## src/rtl/serial_alu_pkg.sv

```systemverilog
// Shared types and constants for the bit-serial add/subtract sequencer.
package serial_alu_pkg;

    typedef enum logic [1:0] {
        IDLE = 2'd0,
        RUN  = 2'd1,
        DONE = 2'd2
    } state_t;

    localparam int DEFAULT_WIDTH = 16;

    // Signed limits for a width-bit result, right-aligned in 64 bits (width <= 64).
    function automatic logic [63:0] sat_pos_limit(input int width);
        sat_pos_limit = (64'd1 << (width - 1)) - 64'd1;
    endfunction

    function automatic logic [63:0] sat_neg_limit(input int width);
        sat_neg_limit = 64'd1 << (width - 1);
    endfunction

endpackage

```

## src/rtl/full_adder_1bit.sv

```systemverilog
// One-bit full adder cell; the carry output is historically named Ovfl.
module full_adder_1bit (
    input  logic a,
    input  logic b,
    input  logic cin,
    output logic s,
    output logic Ovfl
);

    assign s    = a ^ b ^ cin;
    assign Ovfl = (a & b) | (cin & (a ^ b));

endmodule

```

## src/rtl/serial_alu_seq.sv

```systemverilog
// Bit-serial add/subtract sequencer: one full-adder cell reused over WIDTH clocks, LSB first.
// Optional saturation on signed overflow is compiled in with SERIAL_ALU_SAT_EN.
module serial_alu_seq
    import serial_alu_pkg::*;
#(
    parameter int WIDTH = DEFAULT_WIDTH
) (
    input  logic             clk,
    input  logic             rst_n,
    input  logic             in_valid,
    output logic             in_ready,
    input  logic [WIDTH-1:0] A,
    input  logic [WIDTH-1:0] B,
    input  logic             sub,
    output logic             out_valid,
    input  logic             out_ready,
    output logic [WIDTH-1:0] Sum,
    output logic             Cout,
    output logic             Ovfl,
    output logic             Zero
);

    localparam int CNT_W = $clog2(WIDTH);
    localparam logic [CNT_W-1:0] LAST_CNT = CNT_W'(WIDTH - 1);

    state_t            state_r;
    logic [WIDTH-1:0]  sa_r;
    logic [WIDTH-1:0]  sb_r;
    logic [WIDTH-2:0]  sr_r;
    logic              carry_r;
    logic [CNT_W-1:0]  cnt_r;
    logic              in_ready_r;
    logic              out_valid_r;
    logic [WIDTH-1:0]  sum_r;
    logic              cout_r;
    logic              ovfl_r;
    logic              zero_r;

    logic              fa_sum_s;
    logic              fa_co_s;
    logic [WIDTH-1:0]  sr_cat_s;
    logic              c_msb_s;
    logic              ovfl_s;
    logic [WIDTH-1:0]  res_s;

`ifdef SERIAL_ALU_SAT_EN
    localparam logic [63:0] SAT_POS_FULL = sat_pos_limit(WIDTH);
    localparam logic [63:0] SAT_NEG_FULL = sat_neg_limit(WIDTH);
    logic              a_sign_r;
`endif

    full_adder_1bit u_fa (
        .a    (sa_r[0]),
        .b    (sb_r[0]),
        .cin  (carry_r),
        .s    (fa_sum_s),
        .Ovfl (fa_co_s)
    );

    // On the last bit the carry flop holds the MSB carry-in, so the full result is the new bit over sr_r.
    assign sr_cat_s = {fa_sum_s, sr_r};
    assign c_msb_s  = carry_r;
    assign ovfl_s   = c_msb_s ^ fa_co_s;

    // Final result selection, with optional clamp to the signed limit on overflow.
    always_comb begin
        res_s = sr_cat_s;
`ifdef SERIAL_ALU_SAT_EN
        if (ovfl_s) begin
            res_s = a_sign_r ? SAT_NEG_FULL[WIDTH-1:0] : SAT_POS_FULL[WIDTH-1:0];
        end else begin
            res_s = sr_cat_s;
        end
`endif
    end

    // Sequencer FSM with datapath shift registers and registered handshake/result outputs.
    always_ff @(posedge clk or negedge rst_n) begin
        if (!rst_n) begin
            state_r     <= IDLE;
            sa_r        <= '0;
            sb_r        <= '0;
            sr_r        <= '0;
            carry_r     <= 1'b0;
            cnt_r       <= '0;
            in_ready_r  <= 1'b1;
            out_valid_r <= 1'b0;
            sum_r       <= '0;
            cout_r      <= 1'b0;
            ovfl_r      <= 1'b0;
            zero_r      <= 1'b0;
`ifdef SERIAL_ALU_SAT_EN
            a_sign_r    <= 1'b0;
`endif
        end else begin
            case (state_r)
                IDLE: begin
                    if (in_valid) begin
                        sa_r       <= A;
                        sb_r       <= sub ? ~B : B;
                        carry_r    <= sub;
                        cnt_r      <= '0;
                        in_ready_r <= 1'b0;
                        state_r    <= RUN;
`ifdef SERIAL_ALU_SAT_EN
                        a_sign_r   <= A[WIDTH-1];
`endif
                    end
                end
                RUN: begin
                    sa_r    <= sa_r >> 1;
                    sb_r    <= sb_r >> 1;
                    sr_r    <= sr_cat_s[WIDTH-1:1];
                    carry_r <= fa_co_s;
                    cnt_r   <= cnt_r + CNT_W'(1);
                    if (cnt_r == LAST_CNT) begin
                        state_r     <= DONE;
                        out_valid_r <= 1'b1;
                        sum_r       <= res_s;
                        cout_r      <= fa_co_s;
                        ovfl_r      <= ovfl_s;
                        zero_r      <= (res_s == '0);
                    end
                end
                DONE: begin
                    if (out_ready) begin
                        out_valid_r <= 1'b0;
                        in_ready_r  <= 1'b1;
                        state_r     <= IDLE;
                    end
                end
                default: begin
                    out_valid_r <= 1'b0;
                    in_ready_r  <= 1'b1;
                    state_r     <= IDLE;
                end
            endcase
        end
    end

    assign in_ready  = in_ready_r;
    assign out_valid = out_valid_r;
    assign Sum       = sum_r;
    assign Cout      = cout_r;
    assign Ovfl      = ovfl_r;
    assign Zero      = zero_r;

endmodule

```

## config.mk

```make
export PLATFORM = sky130hd
export DESIGN_NAME = serial_alu_seq
export DESIGN_NICKNAME = d
export VERILOG_FILES = /design/src/rtl/serial_alu_pkg.sv /design/src/rtl/full_adder_1bit.sv /design/src/rtl/serial_alu_seq.sv
export SDC_FILE = /design/constraint.sdc
export NUM_CORES = 1
export LEC_CHECK = 0
export BUFFER_PORTS_ARGS = -buffer_cell sky130_fd_sc_hd__buf_2
export CAP_MARGIN = 20
export CORE_UTILIZATION = 55
export CTS_CLUSTER_DIAMETER = 30
export CTS_CLUSTER_SIZE = 12
export DETAILED_ROUTE_END_ITERATION = 12
export MAX_ROUTING_LAYER = met4
export PLACE_DENSITY = 0.78
export SLEW_MARGIN = 25
export SYNTH_ARGS = -nofsm -noshare
export SYNTH_HDL_FRONTEND = slang
export SYNTH_SLANG_ARGS = --single-unit
export TNS_END_PERCENT = 5
```

## constraint.sdc

```tcl
create_clock -name clk -period 1.8 [get_ports clk]
set_input_delay 0.09 -clock clk [delete_from_list [all_inputs] [get_ports clk]]
set_output_delay 0.09 -clock clk [all_outputs]
set_load 0.05 [all_outputs]
```

==> impl_metrics.csv <==
group,metric,value,unit
run_status,status,"complete, no violations",
hold_path,hold_depth,3,
setup_path,timing.critical_path.fanout_max,11,
finish,n_antenna_cell,0,
cts,clk_latency,0.35,ns
finish,finish.utilization,66.58,%
finish,layout_common_cells,"dfrtp_1 (74), buf_2 (56), nand2_1 (48)",
setup_path,reg2reg_slack,0.27,ns
timing,slew_headroom,63.76,%
pwr,p_leak,0.002039,uW
setup_path,cp_top_family,"flip-flops",
setup_path,cp_data_arrival_time,1.77,ns
cts,tritoncts,"done",
floorplan,dieArea,6921,um^2
hold_path,hold_end,"sa_r[3]",
timing,setup_ws,0.2652,ns
drt,firstDrtPassIters,4,
setup_path,path_class,"register to register",
drt,ant_nets,0,
placed_design,place_hpwl,4769,um
cts,cts_buffer_depth,2,
placed_design,port_buffers,57,
setup_path,cp_slowest_stage_delay,0.39,ns
timing,fmax,0.6515,GHz
synthesis,syn_avg_cell_area,10.48,um^2
timing,rsz0062_at_grt,"false",
setup_path,crit_path_end_kind,"register",
synthesis,seq_area_frac_synth,51.79,%
placed_design,gp_congestion,0.7857,
synthesis,synth_top_area_share,51.07,%
setup_path,reg2reg_to,"Ovfl",
floorplan,die_y,83.20,um
timing,skew,0.006112,ns
synthesis,async_reset_ff_share,100.0,%
setup_path,start_kind,"register",
finish,syn2layout_area_growth,16.60,%
cts,cts_sinks,75,
floorplan,start_util,57.10,%
drt,drt-initial-drc-count,128,
global_routing,grt_pass1_vias,2679,
timing,hold_violations,0,
cts,postCtsSetupRepairBufs,0,
synthesis,syn_inst,346,
timing,post-route-period-util,85.27,%
global_routing,globalRouteOverflowTotal,0,
finish,final_common_cell,"dfrtp_1",
floorplan,die_w,83.20,um
global_routing,track_usage,23.69,%
setup_path,cp_cell_sequence,"ha_1 > nand3_1 > nor2_4 > buf_4 > mux2_2",
synthesis,dominantRegCellSynth,"dfrtp_1",
synthesis,ys_types,32,
setup_path,r2r-start,"cnt_r[0]",
floorplan,core_area,6350,um^2
drt,wirelength,7403,um
setup_path,crit_required,2.03,ns
timing,slew_viol_final,0,
drt,vias,2731,
finish,fin_nets,446,
pwr,ir_drop,1.156,mV
synthesis,synth-edff-count,0,
timing,min_period,1.535,ns
setup_path,crit_slowest_cell,"dfrtp_1",
global_routing,antenna_found_initial,0,
timing,tightest_slew,0.5436,ns
cts,cts_root_buf,"clkbuf_8",
drt,route.detailed.drc,0,
global_routing,grt_max_degree,42,
floorplan,ios,58,
flow_run,drv_cap,0,
hold_path,worstHoldStart,"A[3]",
hold_path,hold_class,"input pin to register",
placed_design,dpl_worst_slack,0.2761,ns
cts,htreeDepth,3,
synthesis,yosys.area.top_type,"dfrtp_1",
cts,cts_buffers,9,
drt,vias_per_cell,5.596,
pwr,design_power_total,7299,uW
synthesis,synth_area_leaders,"dfrtp_1 (51%), mux2_4 (7.0%), a22oi_1 (6.4%), nor2b_1 (6.0%), nand2_1 (5.0%)",
setup_path,reg2reg_depth,5,
setup_path,crit_buf_inv,1,
synthesis,ys_warn_count,0,
synthesis,synth_area,3626,um^2
cts,clk_pin_slew,0.08,ns
finish,drive_above_1_share,27.25,%
synthesis,yosys_register_bits,75,
pwr,power.density,1726,nW/um^2
timing,finalSetupViolCount,0,
global_routing,grt_pass1_wl,12630,um
synthesis,postSynthNetCount,385,
floorplan,rows,29,
timing,final.setup.tns,0,ns
drt,wire_per_inst,15.17,um
## metrics by stage
step,instance area [um^2],cells,hold WS (ns)
after global placement,4025,471,0.1082
after floorplan,3626,346,-0.2056
after global routing,4228,488,0.02476
final,4228,488,0.006086
after detailed placement,4025,471,0.1127
after CTS,4228,488,0.001237
## repair_timing
| action | 4_1_cts | 5_1_grt |
|---|---|---|
| endpoints found under the setup margin | 0 | 0 |
| endpoints found under the hold margin | 37 | 0 |
| hold buffers | 2 | 0 |
| gates resized for setup | 0 | 0 |
## registers in the layout, summed over array words and instances, names as in the netlist, 2 cells and up
name / cells
Sum: 16
sa_r: 16
sb_r: 16
sr_r: 15
cnt_r: 4
state_r: 2
## worst register-to-register path, cell delays in order, from the launching register on
cell and delay (ns):
dfrtp_1 0.39, ha_1 0.22, nand3_1 0.12, nor2_4 0.10, buf_4 0.23, mux2_2 0.36
## routing by layer
metal	vias up	share of wire, %	GRT usage [%]
met5	-	0	-
met4	0	2.2	10.19
met3	12	3.2	3.877
met2	60	48	37.93
met1	1338	47	30.03
li1	1321	-	-
## logic make-up (layout without fill, tap and decap cells)
logic type	Yosys count	after routing	share of synthesized area [%]
muxes	21	21	8.247
adders and majority gates	2	2	0.8971
and+or+nand+nor	97	97	13.15
buffers and inverters	27	92	4.175
AOI/OAI and AO/OA	107	107	17.63
xor gates and xnor gates	17	17	4.106
DFF	75	75	51.79
## report_power, final
group / internal [uW] / switching [uW] / total [uW]
Combinational: 1250 / 1900 / 3160
Sequential: 2360 / 535 / 2900
Clock: 628 / 617 / 1250
Total: 4240 / 3050 / 7300
## layout make-up
class | instances | area [um^2]
repair buffers | 76 | 460.4
well taps | 77 | 96.34
clock inverters | 5 | 55.05
multi-input cells | 244 | 1607
fillers | 489 | 2122
inverters | 1 | 3.754
clock buffers | 10 | 127.6
flip-flops and latches | 75 | 1878
## synth_stat cells (all sizes together), types with 2 or more instances
cell	instances
buf	16
a21oi	33
nor4	4
nor2b	35
clkbuf	10
nand3	2
a22o	3
dfrtp	74
xor2	17
nand2	48
o21ai	35
a22oi	31
nor2	6
mux2	20
## worst max-delay path by stage
| stage | cells after the start | endpoint | from |
|---|---|---|---|
| 2_1_floorplan | 3 | Ovfl | c_msb_s |
| 3_3_place_gp | 5 | Ovfl | cnt_r[0] |
| 3_5_place_dp | 5 | Ovfl | cnt_r[0] |
| 4_1_cts | 5 | Ovfl | cnt_r[0] |
| 5_1_grt | 5 | Ovfl | cnt_r[1] |
| 6_report | 5 | Ovfl | cnt_r[0] |
Note: power is estimated with default switching activity, not from simulation.
